$ cat src/rtl/cpu_pkg.sv
// Shared pipeline types for the forwarding / hazard control slice.
//   fwd_sel_t  : 2-bit select code for the EX-stage 3-to-1 operand muxes
//   pipe_tag_t : destination tag carried down the pipeline {dest, wr, ld}
//   BUBBLE_TAG : tag of an inserted bubble (writes nothing)
//   REG_ZERO   : hard-wired zero register, never forwarded or stalled on
//   produces() : true when a tag is a live producer of a given source register
package cpu_pkg;

    localparam int ADDR_W = 5;

    typedef enum logic [1:0] {
        FWD_RF    = 2'b00,
        FWD_EXMEM = 2'b01,
        FWD_MEMWB = 2'b10
    } fwd_sel_t;

    typedef struct packed {
        logic [ADDR_W-1:0] dest;
        logic              wr;
        logic              ld;
    } pipe_tag_t;

    localparam pipe_tag_t         BUBBLE_TAG = '{dest: '0, wr: 1'b0, ld: 1'b0};
    localparam logic [ADDR_W-1:0] REG_ZERO   = '0;

    function automatic logic produces(input pipe_tag_t tag, input logic [ADDR_W-1:0] src);
        return tag.wr && (tag.dest != REG_ZERO) && (tag.dest == src);
    endfunction

endpackage

$ cat src/rtl/fwd_match.sv
// Combinational forwarding comparator for one operand.
//   src     : source register read by the ID instruction
//   ex_tag  : tag of the instruction one stage ahead (EX/MEM at EX time)
//   mem_tag : tag of the instruction two stages ahead (MEM/WB at EX time)
//   en      : operand is actually read; when low the select is FWD_RF
//   sel     : mux select, younger producer wins
module fwd_match
    import cpu_pkg::*;
(
    input  logic [ADDR_W-1:0] src,
    input  pipe_tag_t         ex_tag,
    input  pipe_tag_t         mem_tag,
    input  logic              en,
    output fwd_sel_t          sel
);

    // The load flag only matters for the stall decision, not for the select.
    logic unused_ld;
    assign unused_ld = ex_tag.ld ^ mem_tag.ld;

    // NOTE: every output of a combinational block gets a default first so no
    // path through the if/else can leave it unassigned and infer a latch.
    always_comb begin
        sel = FWD_RF;
        if (en) begin
            if (produces(ex_tag, src)) begin
                sel = FWD_EXMEM;
            end else if (produces(mem_tag, src)) begin
                sel = FWD_MEMWB;
            end
        end
    end

endmodule

$ cat src/rtl/fwd_hazard_ctrl.sv
// Forwarding select and load-use stall generator, sitting beside ID/EX.
//   clk, rst_n              : clock, synchronous active-low reset
//   id_valid, id_rs, id_rt  : ID instruction and its source registers
//   id_uses_rt              : ID instruction reads rt
//   id_dest, id_reg_write,
//   id_mem_read             : ID instruction's destination tag
//   flush                   : kill the ID instruction (wins over stall)
//   fwd_a_sel, fwd_b_sel    : registered EX operand mux selects
//   stall                   : combinational hold for PC and IF/ID
//   stall_count             : saturating count of stall cycles
module fwd_hazard_ctrl
    import cpu_pkg::*;
#(
    parameter int REG_ADDR_W = ADDR_W,  // must match the tag width in cpu_pkg
    parameter int CNT_W      = 16
) (
    input  logic                  clk,
    input  logic                  rst_n,
    input  logic                  id_valid,
    input  logic [REG_ADDR_W-1:0] id_rs,
    input  logic [REG_ADDR_W-1:0] id_rt,
    input  logic                  id_uses_rt,
    input  logic [REG_ADDR_W-1:0] id_dest,
    input  logic                  id_reg_write,
    input  logic                  id_mem_read,
    input  logic                  flush,
    output logic [1:0]            fwd_a_sel,
    output logic [1:0]            fwd_b_sel,
    output logic                  stall,
    output logic [CNT_W-1:0]      stall_count
);

    pipe_tag_t ex_tag, mem_tag, wb_tag;
    fwd_sel_t  sel_a_next, sel_b_next;
    logic      bubble;

    // The WB-stage producer is covered by the write-before-read register
    // file, so its tag is kept for pipeline completeness but never compared.
    logic unused_wb;
    assign unused_wb = ^wb_tag;

    // Only a load one stage ahead is a hazard: its data is not ready until
    // after EX of the consumer. One stage later it forwards from MEM/WB.
    assign stall = id_valid && !flush && ex_tag.ld &&
                   (produces(ex_tag, id_rs) || (id_uses_rt && produces(ex_tag, id_rt)));

    assign bubble = stall || flush || !id_valid;

    fwd_match u_match_a (
        .src     (id_rs),
        .ex_tag  (ex_tag),
        .mem_tag (mem_tag),
        .en      (1'b1),
        .sel     (sel_a_next)
    );

    fwd_match u_match_b (
        .src     (id_rt),
        .ex_tag  (ex_tag),
        .mem_tag (mem_tag),
        .en      (id_uses_rt),
        .sel     (sel_b_next)
    );

    // NOTE: state is updated with non-blocking assignments so every register
    // samples the pre-edge values, making the tag shift order-independent.
    always_ff @(posedge clk) begin
        if (!rst_n) begin
            ex_tag      <= BUBBLE_TAG;
            mem_tag     <= BUBBLE_TAG;
            wb_tag      <= BUBBLE_TAG;
            fwd_a_sel   <= FWD_RF;
            fwd_b_sel   <= FWD_RF;
            stall_count <= '0;
        end else begin
            wb_tag  <= mem_tag;
            mem_tag <= ex_tag;
            if (bubble) begin
                ex_tag    <= BUBBLE_TAG;
                fwd_a_sel <= FWD_RF;
                fwd_b_sel <= FWD_RF;
            end else begin
                ex_tag    <= '{dest: id_dest, wr: id_reg_write, ld: id_mem_read};
                fwd_a_sel <= sel_a_next;
                fwd_b_sel <= sel_b_next;
            end
            if (stall && (stall_count != '1)) begin
                stall_count <= stall_count + 1'b1;
            end
        end
    end

endmodule

$ cat config.mk
export PLATFORM = sky130hd
export DESIGN_NAME = fwd_hazard_ctrl
export DESIGN_NICKNAME = d
export VERILOG_FILES = /design/src/rtl/cpu_pkg.sv /design/src/rtl/fwd_match.sv /design/src/rtl/fwd_hazard_ctrl.sv
export SDC_FILE = /design/constraint.sdc
export NUM_CORES = 1
export LEC_CHECK = 0
export BUFFER_PORTS_ARGS = -buffer_cell sky130_fd_sc_hd__buf_2
export CORE_MARGIN = 2
export CORE_UTILIZATION = 50
export CTS_BUF_LIST = sky130_fd_sc_hd__clkbuf_8
export CTS_CLUSTER_DIAMETER = 50
export CTS_CLUSTER_SIZE = 25
export DETAILED_ROUTE_END_ITERATION = 10
export HOLD_SLACK_MARGIN = 0.05
export PLACE_DENSITY = 0.8
export SYNTH_ARGS = -nofsm -noshare
export SYNTH_HDL_FRONTEND = slang
export SYNTH_HIERARCHICAL = 1
export SYNTH_SLANG_ARGS = --single-unit
$ cat constraint.sdc
create_clock -name clk -period 1.9 [get_ports clk]
set_clock_uncertainty 0.1 [all_clocks]
set_input_delay 0.285 -clock clk [delete_from_list [all_inputs] [get_ports clk]]
set_output_delay 0.285 -clock clk [all_outputs]
set_load 0.05 [all_outputs]
==> flow_summary_export.csv <==
group,metric,value,unit
outcome,status,"complete, but fails checks",
outcome,violations,"negative setup slack",
die,row_count,22,
place,place_congestion,0.864,
critical_path,arrival,2.32,ns
critical_path,worstSetupStartpointType,"flip-flop",
die,coreArea,3610,um2
power,power_switching,377,uW
power,clkPwrFrac,0.388,
timing,fmax,0.455,GHz
cts,cts.path.max_buffers,2,
grt,grt_max_degree,18,
die,die_h,64.6,um
grt,antenna_found_initial,0,
timing,grt_setup_unrepaired,"yes",
critical_path,timing_worst_setup_path_type,"reg -> reg",
logic_synthesis,ys_warn_count,6,
cts,hold_buffers,0,
place,dp_hpwl,3310,um
place,preCtsSetupSlack,-0.217,ns
grt,grt_usage,0.280,
cts,clock_sinks,33,
detailed_routing,post_drt_via_cell_ratio,5.72,
power,p_seq_frac,0.480,
power,switching_share,0.261,
timing,period_needed,2.20,ns
cts,htree_levels,2,
detailed_routing,ant_nets,0,
detailed_routing,wl,5580,um
cts,clock_latency,0.30,ns
detailed_routing,drt_first_pass_iters,4,
final_layout,fin_util,0.755,
final_layout,drive_gt1_frac,0.493,
power,power,1.45,mW
grt,grt-ovfl-total,0,
timing,fin_crit_sh,1.16,
die,io_pins,43,
grt,grt_pass1_vias,1831,
die,start_util,0.509,
timing,finalHoldViolCount,0,
logic_synthesis,syn_inst,203,
final_layout,syn_to_final_growth,48.3,%
timing,setup_violations,28,
die,die_w,64.6,um
cts,clockRootBuffer,"clkbuf_8",
grt,grt_pass1_wl,8930,um
timing,fin_setup_tns,-4.95,ns
final_layout,fillCellCount,243,
power,powerDensity,532,nW/um2
critical_path,cp-end-kind,"flip-flop",
cts,clk_pin_slew,0.07,ns
power,p_comb_frac,0.132,
power,leakage,1.18,nW
timing,finalWorstSetupSlack,-0.296,ns
run,maxCapViolCount,0,
timing,slew_violations,0,
cts,cts_tree,"yes",
final_layout,nNetsFinal,303,
detailed_routing,drt_iter0_drc,112,
cts,cts_made_buffers,5,
power,internal_power,1.07,mW
logic_synthesis,avgSynthCellArea,9.05,um2
power,ir_worst_vdd,0.422,mV
place,io_buffers,42,
logic_synthesis,synthesis.area,1840,um2
critical_path,required,2.02,ns
detailed_routing,dr_total_vias,1876,
die,die-area,4170,um2
min_path,min_path_type,"in -> reg",
final_layout,diodes,0,
critical_path,path_max_fanout,5,
timing,whs,0.0869,ns
detailed_routing,wl_per_cell,17.0,um
detailed_routing,drc_errors,0,
-- registers in the layout (all words and copies together) (netlist names) --
| name | cells |
|---|---|
| stall_count | 16 |
| fwd_b_sel | 2 |
| fwd_a_sel | 2 |
| mem_tag | 6 |
| ex_tag | 7 |
-- metal layers --
metal  vias to the layer above  wire length, um  track usage
met3                        18              346       0.0486
met5                         -                0            0
met2                        78             2690        0.462
met1                       898             2360        0.341
met4                         0              182        0.165
li1                        882                -            -
-- layout make-up --
class                           instances  area [um2]  area share
Clock buffer                            6        82.6      0.0303
Clock inverter                          1        7.51     0.00276
Inverter                                4        15.0     0.00551
Multi-Input combinational cell        159        1300       0.476
Sequential cell                        33         707       0.260
Tap cell                               48        60.1      0.0220
Timing Repair Buffer                   77         554       0.203
-- what timing repair did --
item / 4_1_cts / 5_1_grt
setup endpoints to repair: 28 / 28
buffers inserted: 6 / 0
pin swaps: 6 / 13
gates cloned: 2 / 0
resized for setup: 22 / 14
-- critical path, cell delays in order (launching register included) --
cell and delay, ns:
dfxtp_4 0.37, xor2_1 0.18, nor4_2 0.28, a32oi_2 0.20, buf_12 0.18, buf_4 0.15
or4_1 0.52, a21boi_1 0.14
-- placed cells by master, fill, tap and decap left out, types with 5 or more instances in the layout --
cell type / count
dfxtp_2: 13
buf_4: 31
and2_1: 20
xor2_1: 15
mux2i_1: 7
xnor2_1: 11
nand3_1: 6
nand2_1: 15
or4_1: 5
nand2b_1: 5
dfxtp_4: 8
nand4_1: 9
a21boi_1: 6
clkbuf_8: 6
buf_2: 41
or4_4: 5
o31ai_1: 5
dfxtp_1: 12
-- metrics by stage --
step,std cells,cell area [um2]
global placement,313,2360
detailed placement,313,2360
global route,328,2720
CTS,328,2670
finish,328,2720
floorplan,204,1920
-- power groups by stage --
stage	Clock [mW]	Sequential, mW	Combinational [mW]
after global placement	0	0.711	0.151
after detailed placement	0	0.711	0.156
after floorplan	0	0.712	0.0779
after CTS	0.554	0.695	0.182
after global routing	0.597	0.695	0.204
final	0.562	0.695	0.191
-- worst paths after layout --
check | to | cells past startpoint | slack [ns] | from
worst min register to register | stall_count[14] | 2 | 0.39 | stall_count[14]
worst max register to register | stall_count[6] | 7 | -0.30 | ex_tag[3]
worst min-delay path | ex_tag[0] | 2 | 0.09 | id_mem_read
worst max-delay path | stall_count[6] | 7 | -0.30 | ex_tag[3]
(Power assumes the default switching activity.)
